===== config.mk =====
export PLATFORM = sky130hd
export DESIGN_NAME = seg_scan_scheduler
export DESIGN_NICKNAME = d
export VERILOG_FILES = /design/src/rtl/seg_pkg.sv /design/src/rtl/seg_shift16.sv /design/src/rtl/seg_scan_scheduler.sv
export SDC_FILE = /design/constraint.sdc
export NUM_CORES = 1
export LEC_CHECK = 0
export CAP_MARGIN = 10
export CELL_PAD_IN_SITES_DETAIL_PLACEMENT = 2
export CELL_PAD_IN_SITES_GLOBAL_PLACEMENT = 2
export CORE_MARGIN = 2
export CORE_UTILIZATION = 41
export CTS_CLUSTER_DIAMETER = 50
export DETAILED_ROUTE_END_ITERATION = 8
export PLACE_DENSITY = 0.81
export SETUP_SLACK_MARGIN = 0.2
export SKIP_LAST_GASP = 1
export SYNTH_ARGS = -nofsm -noshare
export SYNTH_HDL_FRONTEND = slang
export SYNTH_HIERARCHICAL = 1
export SYNTH_SLANG_ARGS = --single-unit

===== constraint.sdc =====
create_clock -name clk -period 6.25 [get_ports clk]
set_clock_uncertainty 0.1 [all_clocks]
set_input_delay 1.875 -clock clk [delete_from_list [all_inputs] [get_ports clk]]
set_output_delay 1.875 -clock clk [all_outputs]
set_load 0.02 [all_outputs]

===== src/rtl/seg_pkg.sv =====
// seg_pkg: shared constants, FSM state type and hex-to-segment table for the display scanner.
// Revision: 1.0
`default_nettype none

package seg_pkg;

  localparam int WORD_W    = 16;
  localparam int FRAME_LEN = 18;

  typedef enum logic [1:0] {
    IDLE  = 2'd0,
    LOAD  = 2'd1,
    SHIFT = 2'd2,
    LATCH = 2'd3
  } seg_state_e;

  localparam logic [7:0] SEG_BLANK = 8'hFF;

  // Active-low {dp,g,f,e,d,c,b,a}; element i is the pattern for hex digit i.
  localparam logic [15:0][7:0] SEG_HEX = {
    8'h8E, 8'h86, 8'hA1, 8'hC6, 8'h83, 8'h88, 8'h90, 8'h80,
    8'hF8, 8'h82, 8'h92, 8'h99, 8'hB0, 8'hA4, 8'hF9, 8'hC0
  };

  function automatic logic [7:0] hex_to_seg(input logic [3:0] nib);
    return SEG_HEX[nib];
  endfunction

endpackage

`default_nettype wire


===== src/rtl/seg_shift16.sv =====
// seg_shift16: 16-bit MSB-first load/shift register that emits a latch strobe after the last bit.
// Revision: 1.0
`default_nettype none

module seg_shift16
  import seg_pkg::*;
(
  input  logic              clk,
  input  logic              rst,
  input  logic              load,
  input  logic [WORD_W-1:0] word,
  output logic              sdata,
  output logic              latch,
  output logic              done
);

  localparam int BIT_W = $clog2(WORD_W);

  logic [WORD_W-1:0] sreg;
  logic [BIT_W-1:0]  bits_left;
  logic              active;

  // High during the cycle the final bit is on sdata.
  assign done = active && (bits_left == '0);

  always_ff @(posedge clk or posedge rst) begin
    if (rst) begin
      sreg      <= '0;
      bits_left <= '0;
      active    <= 1'b0;
      sdata     <= 1'b0;
      latch     <= 1'b0;
    end else begin
      latch <= 1'b0;
      if (load) begin
        sdata     <= word[WORD_W-1];
        sreg      <= {word[WORD_W-2:0], 1'b0};
        bits_left <= BIT_W'(WORD_W - 1);
        active    <= 1'b1;
      end else if (active) begin
        if (bits_left == '0) begin
          sdata  <= 1'b0;
          latch  <= 1'b1;
          active <= 1'b0;
        end else begin
          sdata     <= sreg[WORD_W-1];
          sreg      <= {sreg[WORD_W-2:0], 1'b0};
          bits_left <= bits_left - 1'b1;
        end
      end
    end
  end

endmodule

`default_nettype wire


===== src/rtl/seg_scan_scheduler.sv =====
// seg_scan_scheduler: 4-digit serial seven-segment scan controller (refresh timing, word build, shift-out).
// Optional SEG_BLANK_LEADING_ZERO_EN blanks leading zero digits 3..1. Revision: 1.0
`default_nettype none

module seg_scan_scheduler
  import seg_pkg::*;
#(
  parameter int REFRESH_DIV = 1000
)
(
  input  logic        clk,
  input  logic        rst,
  input  logic        en,
  input  logic [15:0] digits,
  output logic        seg_data,
  output logic        seg_latch,
  output logic        frame_busy,
  output logic [1:0]  digit_idx,
  output logic        scan_wrap
);

  localparam int CNT_W = $clog2((REFRESH_DIV > FRAME_LEN) ? REFRESH_DIV : FRAME_LEN);
  localparam logic [CNT_W-1:0] TC_VAL = CNT_W'(REFRESH_DIV - 1);

  seg_state_e        state;
  logic [CNT_W-1:0]  refresh_cnt;
  logic              first_frame;
  logic [15:0]       snapshot;
  logic              terminal;
  logic              start;
  logic              shift_done;
  logic [1:0]        next_idx;
  logic [3:0]        nibble;
  logic              blank;
  logic [7:0]        seg_byte;
  logic [7:0]        ctl_byte;
  logic [WORD_W-1:0] word;

  assign terminal = en && (refresh_cnt == TC_VAL);
  // LATCH may hand straight to LOAD so the minimum divider still catches every terminal count.
  assign start    = terminal && ((state == IDLE) || (state == LATCH));
  assign next_idx = first_frame ? 2'd0 : digit_idx + 2'd1;

  always_comb begin
    nibble = 4'h0;
    case (digit_idx)
      2'd0:    nibble = snapshot[3:0];
      2'd1:    nibble = snapshot[7:4];
      2'd2:    nibble = snapshot[11:8];
      default: nibble = snapshot[15:12];
    endcase
  end

`ifdef SEG_BLANK_LEADING_ZERO_EN
  always_comb begin
    blank = 1'b0;
    case (digit_idx)
      2'd3:    blank = (snapshot[15:12] == 4'd0);
      2'd2:    blank = (snapshot[15:8]  == 8'd0);
      2'd1:    blank = (snapshot[15:4]  == 12'd0);
      default: blank = 1'b0;
    endcase
  end
`else
  assign blank = 1'b0;
`endif

  assign seg_byte = blank ? SEG_BLANK : hex_to_seg(nibble);
  assign ctl_byte = {4'b0000, 4'b0001 << digit_idx};
  assign word     = {seg_byte, ctl_byte};

  always_ff @(posedge clk or posedge rst) begin
    if (rst) begin
      refresh_cnt <= '0;
    end else if (!en || terminal) begin
      refresh_cnt <= '0;
    end else begin
      refresh_cnt <= refresh_cnt + 1'b1;
    end
  end

  always_ff @(posedge clk or posedge rst) begin
    if (rst) begin
      state       <= IDLE;
      digit_idx   <= 2'd0;
      first_frame <= 1'b1;
      snapshot    <= 16'h0000;
      frame_busy  <= 1'b0;
      scan_wrap   <= 1'b0;
    end else begin
      scan_wrap <= 1'b0;
      if (start) begin
        state       <= LOAD;
        digit_idx   <= next_idx;
        first_frame <= 1'b0;
        frame_busy  <= 1'b1;
        // Only digit-0 frames resample so a whole scan shows one coherent value.
        if (next_idx == 2'd0) begin
          snapshot <= digits;
        end
      end else begin
        case (state)
          LOAD: state <= SHIFT;
          SHIFT: begin
            if (shift_done) begin
              state     <= LATCH;
              scan_wrap <= (digit_idx == 2'd3);
            end
          end
          LATCH: begin
            state      <= IDLE;
            frame_busy <= 1'b0;
          end
          default: state <= IDLE;
        endcase
      end
    end
  end

  seg_shift16 u_shift (
    .clk   (clk),
    .rst   (rst),
    .load  (state == LOAD),
    .word  (word),
    .sdata (seg_data),
    .latch (seg_latch),
    .done  (shift_done)
  );

endmodule

`default_nettype wire


==> flow_metrics.tcl <==
set metrics [dict create \
    p_total_w 0.000594 \
    viasPerCell 5.45 \
    period_share_pct 62.1 \
    drv_cap 0 \
    grt_max_degree 39 \
    cp.arrival_ps 3980 \
    postCtsSetupRepairBufs 0 \
    fin_setup_tns_ps 0 \
    synth_seq_cells 55 \
    cp-end-kind "flip-flop" \
    async_reset_ff_share_pct 100 \
    synthesis.instances 288 \
    grt_util_met3_pct 2.68 \
    grt_usage_pct 19.0 \
    cts_hold_buf 0 \
    stdcell_count 409 \
    p_per_area_nw_per_um2 175 \
    final_cell_mix "dfrtp_1, clkdlybuf4s50_1, o21ai_0" \
    coreArea_um2 7180 \
    port_buffers 24 \
    drtPass1Iterations 4 \
    finalHoldViolCount 0 \
    antenna_found_initial 0 \
    fillers 772 \
    max_clock_freq_mhz 258 \
    drc 0 \
    path_class "input pin to flip-flop" \
    ys_seq_area_share_pct 45.7 \
    met2_usage_pct 36.0 \
    synth_flop_cell "dfrtp_1" \
    setup_violations 0 \
    n_antenna_cell 0 \
    die_area_um2 8060 \
    start_util_pct 42.0 \
    synth_cell_types 45 \
    postSynthAreaPerCell_um2 10.5 \
    num_rows 31 \
    gp_congestion 0.748 \
    critPathRequiredTime_ps 6350 \
    cp-start-kind "input pin" \
    placedCellCount 401 \
    io_pins 25 \
    min_path_type "flip-flop to flip-flop" \
    overflow 0 \
    grt_setup_unrepaired "no" \
    worst_pin_slew_ps 863 \
    grt_pass1_vias 2513 \
    period_minus_slack_ps 3880 \
    busiest_layer "met2" \
    drt-total-wl_mm 7.34 \
    drive_gt1_share_pct 11.6 \
    clk_root_buffer_cell "clkbuf_8" \
    clock_path_buffers 2 \
    synth_edf_count 0 \
    grt_pass1_wl_mm 12.5 \
    tritoncts "done" \
    syn2layout_area_growth_pct 12.9 \
    clkLatencyLatePin_ps 310 \
    routedWlPerCell_um 17.9 \
    die-height_um 89.8 \
    fin_util_pct 47.5 \
    ir_drop_v 0.0000878 \
    first_iter_violations 60 \
    hpwlAfterDp_mm 5.02 \
    htreeDepth 2 \
    ant_nets 0 \
    met1_usage_pct 22.6 \
    ff_latch_area_um2 1380 \
    path_clk_slew_ps 100 \
    cts-buffers-inserted 5 \
    cts.sinks 55 \
    slew_headroom_pct 42.4 \
    path_max_fanout 16 \
    syn_area_um2 3020 \
    report.final.slew_viol_count 0 \
    ctsResizeCount 0 \
    vias 2231 \
    yosysWarnings 6 \
    final_common_cell "dfrtp_1" \
    nets 344 \
    multiInputGateArea_um2 1470 \
    die_w_um 89.8 \
    status "completed" \
    p_leak_nw 1.57 \
]
## synth_stat cells, types with 4 or more instances
| cell type | number | area (µm²) |
|---|---|---|
| nor2b_1 | 14 | 87.6 |
| clkbuf_1 | 8 | 30.0 |
| nor2_1 | 13 | 48.8 |
| o21ai_0 | 21 | 105 |
| inv_1 | 20 | 75.1 |
| ha_1 | 16 | 200 |
| o22ai_1 | 4 | 25.0 |
| a31oi_1 | 14 | 87.6 |
| mux2_4 | 10 | 150 |
| a21oi_1 | 17 | 85.1 |
| nand2_1 | 12 | 45.0 |
| nand3_1 | 7 | 35.0 |
| mux2i_1 | 10 | 100 |
| xnor2_1 | 7 | 61.3 |
| dfrtp_1 | 54 | 1350 |
| mux2_2 | 8 | 90.1 |
| a21o_1 | 6 | 45.0 |
| nor3_1 | 7 | 35.0 |
| buf_2 | 4 | 20.0 |
## report_power, final
group	internal (W)	switching, W
Combinational	0.0000122	0.0000124
Sequential	0.000357	0.00000201
Clock	0.0000919	0.000119
Total	0.000461	0.000133
## registers in the layout, summed over array words and instances, names as in the netlist
register           flops
scan_wrap              1
refresh_cnt           10
u_shift/sdata          1
frame_busy             1
u_shift/active         1
digit_idx              2
u_shift/bits_left      4
snapshot              16
first_frame            1
state                  2
u_shift/latch          1
u_shift/sreg          15
## kinds of logic (layout without fill, tap and decap cells)
| logic type | after synthesis | count (layout) | share of synthesized area, % |
|---|---|---|---|
| compound gates | 71 | 71 | 14.2 |
| simple gates | 71 | 71 | 13.4 |
| flops | 55 | 55 | 45.7 |
| buf+inv | 36 | 55 | 5.93 |
| mux | 28 | 28 | 11.3 |
| fa+ha+maj | 16 | 16 | 6.64 |
| xor+xnor | 9 | 9 | 2.61 |
| other cells | 2 | 5 | 0.249 |
## path summary, 6_finish.rpt
check / start / end / slack (ps) / cells after the start
min in group asynchronous: rst / refresh_cnt[8] / 1870 / 3
max in group asynchronous: rst / u_shift/sreg[2] / 3540 / 2
max reg2reg: digit_idx[0] / u_shift/sreg[9] / 3240 / 11
min: refresh_cnt[0] / refresh_cnt[0] / 410 / 1
min reg2reg: refresh_cnt[0] / refresh_cnt[0] / 410 / 1
max: en / snapshot[12] / 2370 / 5
## metal layers
metal,wire length (µm),vias up
li1,-,1033
met4,89,0
met3,171,9
met2,3940,29
met5,0,-
met1,3140,1160
## per-stage QoR
stage,hold WS [ps],setup WS (ps),cell area (µm²)
final,413,2370,3410
after global routing,422,2270,3410
after CTS,414,2360,3410
after detailed placement,398,2010,3310
after global placement,388,2080,3310
after floorplan,355,2860,3030
## final cells by class
| cell class | count | area share, % |
|---|---|---|
| multi-input cells | 200 | 43.2 |
| flip-flops and latches | 55 | 40.4 |
| repair buffers | 27 | 7.71 |
| well taps | 99 | 3.64 |
| clock buffers | 7 | 2.53 |
| inverters | 20 | 2.20 |
| clock inverters | 1 | 0.257 |
## worst max-delay path, cell delays in order
cell,delay [ps]
clkdlybuf4s50_1,530
nand2_1,70
or4_1,710
nor2_8,400
mux2_2,390
(Power assumes the default switching activity.)
